<file path="config.mk">
export PLATFORM = sky130hd
export DESIGN_NAME = i2s_master
export DESIGN_NICKNAME = d
export VERILOG_FILES = /design/src/rtl/i2s_master.sv
export SDC_FILE = /design/constraint.sdc
export NUM_CORES = 1
export LEC_CHECK = 0
export ABC_AREA = 1
export CORE_MARGIN = 4
export CORE_UTILIZATION = 40
export DETAILED_ROUTE_END_ITERATION = 7
export DONT_BUFFER_PORTS = 1
export PLACE_DENSITY = 0.54
export SLEW_MARGIN = 15
export SYNTH_ARGS = -nofsm -noshare
export SYNTH_HDL_FRONTEND = slang
export SYNTH_SLANG_ARGS = --single-unit
</file>
<file path="constraint.sdc">
create_clock -name clk -period 4.1 [get_ports clk]
set_clock_uncertainty 0.2 [all_clocks]
set_input_delay 0.615 -clock clk [delete_from_list [all_inputs] [get_ports clk]]
set_output_delay 0.615 -clock clk [all_outputs]
set_load 0.02 [all_outputs]
</file>
<file path="src/rtl/i2s_master.sv">
// I2S bus master.
// Generates BCLK/LRCLK from the system clock and shifts DAC pairs out MSB first.
// Shifts ADC pairs in the same way, one {left, right} word per frame on each
// valid/ready stream.
module i2s_master #(
    parameter int BIT_DEPTH   = 24,
    parameter int SLOT_BITS   = 32,
    parameter int HALF_PERIOD = 2
) (
    input  logic                   clk,
    input  logic                   reset_n,
    input  logic                   enable,
    output logic                   bclk,
    output logic                   lrclk,
    output logic                   sdata_o,
    input  logic                   sdata_i,
    input  logic                   dac_sample_valid,
    output logic                   dac_sample_ready,
    input  logic [2*BIT_DEPTH-1:0] dac_sample_data,
    output logic                   adc_sample_valid,
    input  logic                   adc_sample_ready,
    output logic [2*BIT_DEPTH-1:0] adc_sample_data,
    output logic                   underrun,
    output logic                   overrun
);

    localparam int W     = 2 * BIT_DEPTH;
    localparam int DIV_W = (HALF_PERIOD > 1) ? $clog2(HALF_PERIOD) : 1;
    localparam int BIT_W = $clog2(2 * SLOT_BITS);

    localparam logic [DIV_W-1:0] DIV_LAST = DIV_W'(HALF_PERIOD - 1);
    localparam logic [BIT_W-1:0] BIT_LAST = BIT_W'(2 * SLOT_BITS - 1);
    localparam logic [BIT_W-1:0] SLOT_L   = BIT_W'(SLOT_BITS);
    localparam logic [BIT_W-1:0] DEPTH_L  = BIT_W'(BIT_DEPTH);

    localparam logic [1:0] ST_IDLE = 2'd0;
    localparam logic [1:0] ST_RUN  = 2'd1;
    localparam logic [1:0] ST_STOP = 2'd2;

    logic [1:0]       state_q, state_d;
    logic [DIV_W-1:0] div_cnt_q, div_cnt_d;
    logic [BIT_W-1:0] bit_cnt_q, bit_cnt_d;
    logic             bclk_q, bclk_d;
    logic             lrclk_q, lrclk_d;
    logic             sdata_q, sdata_d;
    logic [W-1:0]     tx_shift_q, tx_shift_d;
    logic [W-1:0]     rx_shift_q, rx_shift_d;
    logic [W-1:0]     hold_q, hold_d;
    logic             hold_full_q, hold_full_d;
    logic             adc_valid_q, adc_valid_d;
    logic [W-1:0]     adc_data_q, adc_data_d;
    logic             underrun_q, underrun_d;
    logic             overrun_q, overrun_d;

    logic             run_active;
    logic             tick;
    logic             rise;
    logic             fall;
    logic             boundary;
    logic             stopping;
    logic [BIT_W-1:0] bit_next;
    logic [BIT_W-1:0] p_cur;
    logic [BIT_W-1:0] p_next;
    logic             load_tx;

    // Position of a bit counter value within its channel slot.
    function automatic logic [BIT_W-1:0] slot_pos(input logic [BIT_W-1:0] b);
        return (b >= SLOT_L) ? (b - SLOT_L) : b;
    endfunction

    // Data positions inside a slot: one BCLK after the lrclk edge, BIT_DEPTH bits.
    function automatic logic in_data(input logic [BIT_W-1:0] p);
        return (p != '0) && (p <= DEPTH_L);
    endfunction

    assign run_active = (state_q != ST_IDLE);
    assign tick       = run_active && (div_cnt_q == DIV_LAST);
    assign rise       = tick && !bclk_q;
    assign fall       = tick && bclk_q;
    assign bit_next   = (bit_cnt_q == BIT_LAST) ? '0 : bit_cnt_q + BIT_W'(1);
    assign boundary   = fall && (bit_cnt_q == BIT_LAST);
    assign stopping   = (state_q == ST_STOP) && !enable;
    assign p_cur      = slot_pos(bit_cnt_q);
    assign p_next     = slot_pos(bit_next);

    // Next-state logic for run control, clock generation, shifting and both streams.
    // NOTE: every signal gets a default at the top of the block so no path
    // leaves one unassigned, which is what keeps this free of latches.
    always_comb begin
        state_d     = state_q;
        div_cnt_d   = div_cnt_q;
        bit_cnt_d   = bit_cnt_q;
        bclk_d      = bclk_q;
        lrclk_d     = lrclk_q;
        sdata_d     = sdata_q;
        tx_shift_d  = tx_shift_q;
        rx_shift_d  = rx_shift_q;
        hold_d      = hold_q;
        hold_full_d = hold_full_q;
        adc_valid_d = adc_valid_q;
        adc_data_d  = adc_data_q;
        underrun_d  = 1'b0;
        overrun_d   = 1'b0;
        load_tx     = 1'b0;

        case (state_q)
            ST_IDLE: begin
                if (enable) begin
                    state_d = ST_RUN;
                    load_tx = 1'b1;
                end
            end
            ST_RUN: begin
                if (!enable) state_d = ST_STOP;
            end
            ST_STOP: begin
                if (enable)        state_d = ST_RUN;
                else if (boundary) state_d = ST_IDLE;
            end
            default: state_d = ST_IDLE;
        endcase

        if (run_active) begin
            div_cnt_d = tick ? '0 : div_cnt_q + DIV_W'(1);
            if (tick) bclk_d = !bclk_q;

            // The slave drives on the falling edge, so the bit is stable at the rising edge.
            if (rise && in_data(p_cur)) rx_shift_d = {rx_shift_q[W-2:0], sdata_i};

            if (fall) begin
                bit_cnt_d = bit_next;
                lrclk_d   = (bit_next >= SLOT_L);
                if (in_data(p_next)) begin
                    sdata_d    = tx_shift_q[W-1];
                    tx_shift_d = {tx_shift_q[W-2:0], 1'b0};
                end else begin
                    sdata_d = 1'b0;
                end
            end

            // A stop that is still requested at the boundary ends the link without a new load.
            if (boundary && !stopping) load_tx = 1'b1;
        end

        if (load_tx) begin
            if (hold_full_q) begin
                tx_shift_d = hold_q;
            end else begin
                tx_shift_d = '0;
                underrun_d = 1'b1;
            end
            hold_full_d = 1'b0;
        end

        // Ready is only high while the holding register is empty, so a
        // handshake never collides with a word still waiting to be loaded.
        if (dac_sample_valid && !hold_full_q) begin
            hold_d      = dac_sample_data;
            hold_full_d = 1'b1;
        end

        if (adc_valid_q && adc_sample_ready) adc_valid_d = 1'b0;
        // A boundary in the same cycle as a handshake wins: the new word stays valid.
        if (boundary) begin
            adc_data_d  = rx_shift_q;
            adc_valid_d = 1'b1;
            if (adc_valid_q && !adc_sample_ready) overrun_d = 1'b1;
        end
    end

    // State registers; asynchronous reset drops every output and discards held words.
    // NOTE: sequential state uses non-blocking assignments only, so every flop
    // samples the values from before this edge.
    always_ff @(posedge clk or negedge reset_n) begin
        if (!reset_n) begin
            state_q     <= ST_IDLE;
            div_cnt_q   <= '0;
            bit_cnt_q   <= '0;
            bclk_q      <= 1'b0;
            lrclk_q     <= 1'b0;
            sdata_q     <= 1'b0;
            tx_shift_q  <= '0;
            rx_shift_q  <= '0;
            hold_q      <= '0;
            hold_full_q <= 1'b0;
            adc_valid_q <= 1'b0;
            adc_data_q  <= '0;
            underrun_q  <= 1'b0;
            overrun_q   <= 1'b0;
        end else begin
            state_q     <= state_d;
            div_cnt_q   <= div_cnt_d;
            bit_cnt_q   <= bit_cnt_d;
            bclk_q      <= bclk_d;
            lrclk_q     <= lrclk_d;
            sdata_q     <= sdata_d;
            tx_shift_q  <= tx_shift_d;
            rx_shift_q  <= rx_shift_d;
            hold_q      <= hold_d;
            hold_full_q <= hold_full_d;
            adc_valid_q <= adc_valid_d;
            adc_data_q  <= adc_data_d;
            underrun_q  <= underrun_d;
            overrun_q   <= overrun_d;
        end
    end

    assign bclk             = bclk_q;
    assign lrclk            = lrclk_q;
    assign sdata_o          = sdata_q;
    assign dac_sample_ready = !hold_full_q;
    assign adc_sample_valid = adc_valid_q;
    assign adc_sample_data  = adc_data_q;
    assign underrun         = underrun_q;
    assign overrun          = overrun_q;

endmodule

</file>
==> flow_metrics.py, run 1 <==
metrics = {
    "timing": {
        "rsz0062_at_grt": "false",
        "finalHoldViolCount": 208,
        "drv_slew": 0,
        "worst_pin_slew_ns": 0.941,
        "fin_crit_ns": 2.65,
        "max_freq_mhz": 377,
        "finalSetupViolations": 0,
        "post-route-period-util": 0.646,
        "tns_ns": 0,
        "worst_hold_slack_ns": -0.395,
        "fin_ws_ns": 1.45,
        "slew-limit-headroom": 0.370,
    },
    "global_routing": {
        "grt_max_degree": 209,
        "antenna_found_initial": 4,
        "grt_pass1_wl_um": 29800,
        "grt_pass1_vias": 5801,
        "grt_use_total": 0.144,
        "overflow": 0,
    },
    "run_status": {
        "status": "complete, but fails checks",
        "violations": "negative hold slack",
    },
    "worst_setup_path": {
        "crit_type": "reg -> reg",
        "critPathMaxFanout": 47,
        "r2r_cells": 9,
        "crit_path_end_kind": "flip-flop",
        "r2r-start": "bit_cnt_q[0]",
        "crit-reg2reg-capture": "tx_shift_q[28]",
        "r2r_slack_ns": 1.45,
        "crit_path_start_kind": "flip-flop",
        "worst_ep_required_time_ns": 4.29,
        "crit_arrival_ns": 2.84,
    },
    "routing": {
        "wire_per_inst_um": 13.7,
        "first_pass_iters": 4,
        "via_per_inst": 4.69,
        "drtIter0Drc": 409,
        "num_vias": 6098,
        "ant_nets": 0,
        "drcViolationCount": 0,
        "wirelength_um": 17800,
    },
    "finish": {
        "fin_nets": 1060,
        "drive_gt1_frac": 0.106,
        "syn_to_final_growth_pct": 10.8,
    },
    "yosys": {
        "synth_cell_types": 27,
        "syn-num-nets": 1081,
        "ys_warn_count": 0,
        "synth_seq_cells": 208,
        "ys_seq_area_frac": 0.577,
        "syn_area_per_cell_um2": 8.81,
        "postSynthCellCount": 1024,
        "synth_area_mm2": 0.00902,
    },
    "floorplanning": {
        "die_w_um": 158,
        "core_area_mm2": 0.0220,
        "row_count": 54,
        "fp.dieH_um": 158,
        "io_pins": 109,
        "initial_core_util": 0.410,
        "die_area_mm2": 0.0250,
    },
    "clocking": {
        "clock_latency_ns": 0.52,
        "cts.path.max_buffers": 3,
        "numCtsBuffers": 24,
        "path_clk_slew_ns": 0.06,
        "cts_sinks": 208,
        "cts_tree": "done",
        "htreeDepth": 1,
        "cts_setup_buffers": 0,
        "cts_root_buffer": "clkbuf_16",
        "cts_hold_buf": 2,
        "ctsResizeCount": 0,
    },
    "placement": {
        "gp_congestion": 0.724,
        "place_ws_ns": 1.39,
        "io_buffer_count": 0,
        "hpwlAfterDp_um": 10300,
    },
    "power": {
        "p_leak_uw": 0.00516,
        "p_per_area_mw_per_mm2": 650,
        "ir_drop_mv": 0.411,
        "total_power_uw": 6500,
    },
    "run": {
        "maxCapViolCount": 0,
    },
    "hold_path": {
        "hp-class": "in -> async",
    },
}
==> cells in the mapped netlist <==
cell type    n  share of area
xor2_1       1        0.00097
nand2_1    405           0.17
inv_2        2        0.00083
o21ai_2      1        0.00097
o21ai_0    104          0.058
nor3_1       1        0.00055
a211oi_1     1        0.00083
nand3_1     57          0.032
nor2_1      10         0.0042
inv_1      114          0.047
buf_2       21          0.012
nor2_8       1         0.0022
mux2_2      48          0.060
dfrtp_1    208           0.58
nand2_2      3         0.0021
nor2_4       1         0.0012
buf_4        9         0.0075
ha_1         3         0.0042
buf_1        1        0.00042
nand2_4      2         0.0025
buf_6        4         0.0050
clkbuf_1    21         0.0087
nor2_2       1        0.00069
o21ai_1      2         0.0011
nand3_2      1         0.0011
a21oi_1      1        0.00055
nand4_1      1        0.00069
==> placed cells by master, fill, tap and decap left out, types with 4 or more instances in the layout <==
master	synthesis	layout
nor2_1	10	10
dfrtp_1	208	207
clkbuf_8	0	9
clkbuf_16	0	24
inv_1	114	114
nand2_1	405	403
buf_4	9	7
nand2_2	3	4
mux2_2	48	48
o21ai_0	104	104
nand3_1	57	57
==> stage by stage <==
step / std cells / cell area, um2 / util
floorplan: 1024 / 9020 / -
global placement: 1255 / 9150 / 0.415
detailed placement: 1255 / 9150 / 0.415
CTS: 1298 / 9990 / 0.454
global route: 1299 / 9990 / 0.454
finish: 1299 / 9990 / 0.454
==> sequential cells by signal, summed over array words and instances (netlist names) <==
name and cells:
underrun 1, adc_sample_valid 1, state_q 2, lrclk 1
overrun 1, div_cnt_q 1, hold_full_q 1, adc_sample_data 48
rx_shift_q 48, hold_q 48, sdata_o 1, bit_cnt_q 6
tx_shift_q 48, bclk 1
==> routing by layer <==
layer | part of all wire | GRT usage
met5 | 0.0020 | 0
met4 | 0.026 | 0.0431
met1 | 0.48 | 0.201
met3 | 0.065 | 0.0473
met2 | 0.43 | 0.215
==> area by class of cell <==
cell class | instances | area, um2
inverters | 116 | 435
clock inverters | 5 | 86.3
flip-flops and latches | 208 | 5210
repair buffers | 9 | 72.6
clock buffers | 36 | 736
well taps | 280 | 350
fillers | 2179 | 12000
diodes | 1 | 2.50
multi-input cells | 644 | 3100
==> worst max path at each step <==
stage	depth (start not counted)	to	start	slack [ns]
2_1_floorplan	13	tx_shift_q[18]	bit_cnt_q[0]	2.23
3_3_place_gp	9	tx_shift_q[32]	bit_cnt_q[0]	1.47
3_5_place_dp	9	tx_shift_q[26]	bit_cnt_q[0]	1.39
4_1_cts	9	tx_shift_q[25]	bit_cnt_q[0]	1.39
5_1_grt	9	tx_shift_q[19]	bit_cnt_q[1]	1.15
6_report	9	tx_shift_q[28]	bit_cnt_q[0]	1.45
==> critical path, stage by stage, from the launching register on <==
cell	delay (ns)
dfrtp_1	0.42
ha_1	0.25
nand3_1	0.15
nor2_4	0.06
nand2_4	0.07
nand2_2	0.06
nand2_4	0.35
nand2_2	0.66
nand2_1	0.23
nand2_1	0.07
==> report_power, final <==
| group | internal [uW] | leakage (uW) | switching [uW] |
|---|---|---|---|
| logic | 587 | 0.00201 | 829 |
| clock network | 1360 | 0.000407 | 819 |
| registers | 2600 | 0.00275 | 311 |
==> logic make-up after synthesis <==
logic type	after synthesis	share of synthesized area
and+or+nand+nor	483	0.215
AOI/OAI and AO/OA	109	0.0612
DFF	208	0.577
adders and majority gates	3	0.00416
muxes	48	0.0599
xor gates and xnor gates	1	0.000971
buffers and inverters	172	0.0815
(Power assumes the default switching activity.)
==> inputs of run 2 (changes only) <==
==> constraint.sdc (replaced) <==
create_clock -name clk -period 2.5 [get_ports clk]
set_clock_uncertainty 0.2 [all_clocks]
set_input_delay 0.375 -clock clk [delete_from_list [all_inputs] [get_ports clk]]
set_output_delay 0.375 -clock clk [all_outputs]
set_load 0.02 [all_outputs]
==> run 2 against run 1 <==
- the run still ends with negative hold slack left
- critical path depth is 2 higher
- first-iteration DRC count decreased by 7.6%
- via count grew 2.7%
- clock power rose by 50%
- register-to-register slack got worse by 1.2 ns
- non-clock buffer count is 54 higher
- final cell count grew 4.4%
- total power increased by 60%
- sequential cell count stayed put
- die area unchanged
- sequential power grew 61%
- sequential share of layout area fell by 2.7 points
==> flow_metrics.py, run 2 (same netlist as run 1, synthesis figures left out) <==
metrics = {
    "clocking": {
        "cts_root_buffer": "clkbuf_16",
        "cts_sinks": 208,
        "clock_latency_ns": 0.51,
        "cts_hold_buf": 51,
        "cts.path.max_buffers": 3,
        "cts_tree": "done",
        "htreeDepth": 1,
        "ctsResizeCount": 0,
        "path_clk_slew_ns": 0.06,
        "numCtsBuffers": 24,
    },
    "floorplanning": {
        "core_area_mm2": 0.0220,
        "initial_core_util": 0.410,
        "die_w_um": 158,
        "row_count": 54,
        "die_area_mm2": 0.0250,
        "fp.dieH_um": 158,
        "io_pins": 109,
    },
    "finish": {
        "final_common_cell": "nand2_1",
        "syn_to_final_growth_pct": 16.8,
        "most-common-layout-cells": "nand2_1 (403), dfrtp_1 (207), inv_1 (114)",
        "regArea_mm2": 0.00521,
        "drive_gt1_frac": 0.105,
        "fin_nets": 1114,
        "multi_input_area_mm2": 0.00310,
        "fillers": 2163,
    },
    "timing": {
        "worst_pin_slew_ns": 0.570,
        "slew-limit-headroom": 0.618,
        "rsz0062_at_grt": "false",
        "fin_ws_ns": 0.253,
        "tns_ns": 0,
        "finalHoldViolCount": 208,
        "max_freq_mhz": 445,
        "drv_slew": 0,
        "post-route-period-util": 0.899,
        "finalSetupViolations": 0,
        "fin_crit_ns": 2.25,
        "worst_hold_slack_ns": -0.637,
    },
    "placement": {
        "place_ws_ns": 0.265,
        "gp_congestion": 0.780,
        "hpwlAfterDp_um": 10200,
        "io_buffer_count": 0,
    },
    "worst_setup_path": {
        "critical_path.slowest_cell": "dfrtp_1",
        "worst_ep_required_time_ns": 2.75,
        "crit-reg2reg-capture": "tx_shift_q[17]",
        "r2r_cells": 11,
        "r2r_slack_ns": 0.25,
        "slowest_delay_ns": 0.42,
        "critPathMaxFanout": 47,
        "path_common_cell": "nand2_1",
        "crit_path_start_kind": "flip-flop",
        "crit_arrival_ns": 2.50,
        "r2r-start": "bit_cnt_q[0]",
        "crit_end": "tx_shift_q[17]",
        "startpoint": "bit_cnt_q[0]",
        "crit_path_end_kind": "flip-flop",
        "crit_type": "reg -> reg",
        "path_cells": "ha_1 -> nand3_1 -> nand2_1 -> nand2_1 -> nor2_1 -> nand2_1 -> nand3_2 -> nand2_2 -> buf_12 -> nand2_1 -> nand2_1",
    },
    "global_routing": {
        "grt_pass1_wl_um": 29900,
        "grt_max_degree": 209,
        "grt_pass1_vias": 5895,
        "overflow": 0,
        "antenna_found_initial": 1,
        "grt_use_total": 0.143,
    },
    "power": {
        "p_per_area_mw_per_mm2": 983,
        "p_int_uw": 7180,
        "clock_power_share": 0.314,
        "p_switching_uw": 3190,
        "swShare": 0.308,
        "ir_drop_mv": 0.491,
        "p_leak_uw": 0.00539,
        "seqPwrFrac": 0.452,
        "combPwrFrac": 0.234,
    },
    "routing": {
        "via_per_inst": 4.62,
        "wirelength_um": 17600,
        "first_pass_iters": 4,
        "ant_nets": 0,
        "wire_per_inst_um": 13.0,
        "drtIter0Drc": 378,
        "drcViolationCount": 0,
        "num_vias": 6264,
    },
    "hold_path": {
        "hp-class": "in -> async",
    },
    "run_status": {
        "violations": "negative hold slack",
        "status": "complete, but fails checks",
    },
    "run": {
        "maxCapViolCount": 0,
    },
}
-- run 2: worst min-delay path by stage --
stage	to	slack [ns]	from	depth (start not counted)
after floorplan	adc_sample_data[0]	-0.12	reset_n	0
after detailed placement	adc_sample_data[12]	-0.11	reset_n	0
after global routing	adc_sample_data[12]	-0.67	reset_n	0
after global placement	adc_sample_data[12]	-0.11	reset_n	0
after CTS	adc_sample_data[23]	-0.66	reset_n	0
final	adc_sample_data[12]	-0.64	reset_n	0
-- run 2: final cells by class --
cell class / instances / area share
inverter: 116 / 0.0413
multi-input combinational: 644 / 0.294
clock buffer: 34 / 0.0643
timing repair buffer: 63 / 0.0665
tap: 280 / 0.0332
sequential: 208 / 0.494
antenna: 1 / 0.000237
clock inverter: 10 / 0.00617
-- run 2: metal layers --
metal  vias to the layer above  GRT usage  share of wire
met5                         -          0              0
met4                         0     0.0378          0.025
met3                        32     0.0369          0.058
met2                       109      0.212           0.43
met1                      2888      0.210           0.49
li1                       3235          -              -
-- run 2: power by group through the flow --
stage / registers, uW / clock network [uW] / logic [uW]
floorplan: 4670 / 0 / 2070
global placement: 4730 / 0 / 2370
detailed placement: 4730 / 0 / 2410
CTS: 4690 / 3400 / 2480
global route: 4790 / 3530 / 2810
finish: 4680 / 3260 / 2430
-- run 2: through the flow --
step / hold WS, ns / total power, uW / utilization / std cells / area (um2)
final: -0.637 / 10400 / 0.479 / 1356 / 10500
after global routing: -0.666 / 11100 / 0.479 / 1356 / 10500
after CTS: -0.665 / 10600 / 0.479 / 1355 / 10500
after detailed placement: -0.110 / 7140 / 0.422 / 1260 / 9290
after global placement: -0.111 / 7100 / 0.422 / 1260 / 9290
after floorplan: -0.121 / 6740 / - / 1024 / 9020
-- run 2: critical path, delay by kind of cell (launching register included) --
| kind | cells | cell delay (ns) |
|---|---|---|
| adders and majority gates | 1 | 0.25 |
| buffers and inverters | 1 | 0.24 |
| DFF | 1 | 0.42 |
| and+or+nand+nor | 9 | 1.06 |
-- run 2: what timing repair did --
action / 4_1_cts / 5_1_grt
setup buffers: 0 / 0
hold endpoints to repair: 261 / 208
setup endpoints to repair: 0 / 0
==> inputs of run 3 (changes only) <==
--- a/config.mk
+++ b/config.mk
@@ -10,7 +10,7 @@
 export CORE_UTILIZATION = 40
 export DETAILED_ROUTE_END_ITERATION = 7
 export DONT_BUFFER_PORTS = 1
-export PLACE_DENSITY = 0.54
+export PLACE_DENSITY = 0.58
 export SLEW_MARGIN = 15
 export SYNTH_ARGS = -nofsm -noshare
 export SYNTH_HDL_FRONTEND = slang
==> run 3 against run 2 <==
- the flow still finishes with violations (negative hold slack)
- non-clock buffer count is 2 lower
- clock-buffer cell count is 2 lower
- wire length is 2.8% higher
- final cell count is 0.52% lower
- critical path depth is 1 lower
- sequential cell count stayed put
- critical endpoint is now tx_shift_q[13]
==> flow_metrics.py, run 3 (same netlist as run 1, synthesis figures left out) <==
metrics = {
    "run_status": {
        "status": "complete, but fails checks",
        "violations": "negative hold slack",
    },
    "worst_setup_path": {
        "worst_ep_required_time_ns": 2.74,
        "r2r_slack_ns": 0.35,
        "r2r-start": "bit_cnt_q[1]",
        "crit-reg2reg-capture": "tx_shift_q[13]",
        "crit_path_start_kind": "flip-flop",
        "crit_path_end_kind": "flip-flop",
        "crit_arrival_ns": 2.39,
        "crit_type": "reg -> reg",
        "critPathMaxFanout": 28,
        "r2r_cells": 10,
    },
    "routing": {
        "ant_nets": 0,
        "drcViolationCount": 0,
        "via_per_inst": 4.67,
        "drtIter0Drc": 400,
        "wire_per_inst_um": 13.4,
        "num_vias": 6299,
        "first_pass_iters": 5,
        "wirelength_um": 18100,
    },
    "clocking": {
        "cts_hold_buf": 51,
        "numCtsBuffers": 24,
        "path_clk_slew_ns": 0.06,
        "clock_latency_ns": 0.51,
        "cts_sinks": 208,
        "htreeDepth": 1,
        "cts.path.max_buffers": 3,
        "cts_root_buffer": "clkbuf_16",
        "cts_tree": "done",
    },
    "timing": {
        "tns_ns": 0,
        "max_freq_mhz": 465,
        "finalSetupViolations": 0,
        "post-route-period-util": 0.860,
        "rsz0062_at_grt": "false",
        "fin_crit_ns": 2.15,
        "worst_pin_slew_ns": 0.651,
        "finalHoldViolCount": 208,
        "drv_slew": 0,
        "slew-limit-headroom": 0.564,
        "worst_hold_slack_ns": -0.645,
    },
    "finish": {
        "syn_to_final_growth_pct": 17.3,
        "final_common_cell": "nand2_1",
        "diodes": 0,
        "most-common-layout-cells": "nand2_1 (403), dfrtp_1 (207), inv_1 (114)",
        "drive_gt1_frac": 0.102,
        "fin_nets": 1112,
        "final_util": 0.480,
        "fillers": 2140,
    },
    "power": {
        "clock_power_share": 0.327,
        "p_int_uw": 7530,
        "swShare": 0.302,
        "combPwrFrac": 0.233,
        "ir_drop_mv": 0.629,
        "p_per_area_mw_per_mm2": 1020,
        "p_switching_uw": 3260,
        "seqPwrFrac": 0.440,
        "total_power_uw": 10800,
        "p_leak_uw": 0.00540,
    },
    "floorplanning": {
        "initial_core_util": 0.410,
        "io_pins": 109,
        "core_area_mm2": 0.0220,
        "die_w_um": 158,
        "row_count": 54,
        "die_area_mm2": 0.0250,
        "fp.dieH_um": 158,
    },
    "hold_path": {
        "hp-class": "in -> async",
    },
    "run": {
        "maxCapViolCount": 0,
    },
    "global_routing": {
        "overflow": 0,
        "grt_max_degree": 209,
        "antenna_found_initial": 0,
        "grt_pass1_wl_um": 30700,
        "grt_use_total": 0.147,
        "grt_pass1_vias": 6132,
    },
    "placement": {
        "gp_congestion": 0.733,
        "hpwlAfterDp_um": 10200,
        "io_buffer_count": 0,
    },
}
run 3: cell types whose count changed in the layout (fill, tap and decap cells not counted), sizes merged:
cell      change
clkbuf        -2
bufinv        +3
buf           -2
clkinv        -6
clkinvlp      +1
diode         -1
run 3: metal layers:
layer | track usage | vias to the layer above | wire [um]
met2 | 0.232 | 112 | 8350
met4 | 0.0374 | 0 | 332
met1 | 0.207 | 2935 | 8450
met5 | 0 | - | 0
met3 | 0.0339 | 28 | 953
li1 | - | 3224 | -
run 3: worst max path at each step:
stage                 startpoint        endpoint  slack (ns)  depth (start not counted)
detailed placement  bit_cnt_q[1]  tx_shift_q[18]        0.34                         10
finish              bit_cnt_q[1]  tx_shift_q[13]        0.35                         10
global placement    bit_cnt_q[0]  tx_shift_q[17]        0.41                         10
floorplan           bit_cnt_q[0]  tx_shift_q[18]        0.63                         13
global route        bit_cnt_q[1]  tx_shift_q[25]        0.12                         10
CTS                 bit_cnt_q[1]  tx_shift_q[11]        0.31                         10
run 3: metrics by stage:
step           instances  setup slack [ns]  instance area [um2]
6_report            1349             0.350                10600
2_1_floorplan       1024             0.626                 9020
4_1_cts             1349             0.309                10600
3_3_place_gp        1258             0.411                 9270
3_5_place_dp        1258             0.338                 9270
5_1_grt             1349             0.122                10600
run 3: power groups by stage:
| stage | Sequential [uW] | Clock, uW | Combinational, uW |
|---|---|---|---|
| 2_1_floorplan | 4670 | 0 | 2070 |
| 3_3_place_gp | 4780 | 0 | 2440 |
| 3_5_place_dp | 4800 | 0 | 2490 |
| 4_1_cts | 4760 | 3660 | 2560 |
| 5_1_grt | 4870 | 3830 | 2920 |
| 6_report | 4750 | 3530 | 2520 |
run 3: critical path, stage by stage, from the launching register on:
cell,delay [ns]
dfrtp_1,0.40
ha_1,0.21
nand3_1,0.15
nor2_4,0.18
nand3_1,0.14
o21ai_4,0.27
buf_12,0.26
nand2_1,0.07
nand2_1,0.06
nand2_1,0.05
nand2_1,0.06
run 3: area by class of cell:
type | instances | area (um2) | share of cell area
sequential | 208 | 5210 | 0.492
multi-input combinational | 644 | 3100 | 0.293
clock buffer | 32 | 671 | 0.0634
timing repair buffer | 61 | 686 | 0.0648
inverter | 116 | 435 | 0.0411
tap | 280 | 350 | 0.0331
clock inverter | 8 | 129 | 0.0122
run 3: repair_timing:
| item | 4_1_cts | 5_1_grt |
|---|---|---|
| setup buffers | 0 | 0 |
| hold endpoints to repair | 261 | 208 |
| gates resized for setup | 0 | 0 |
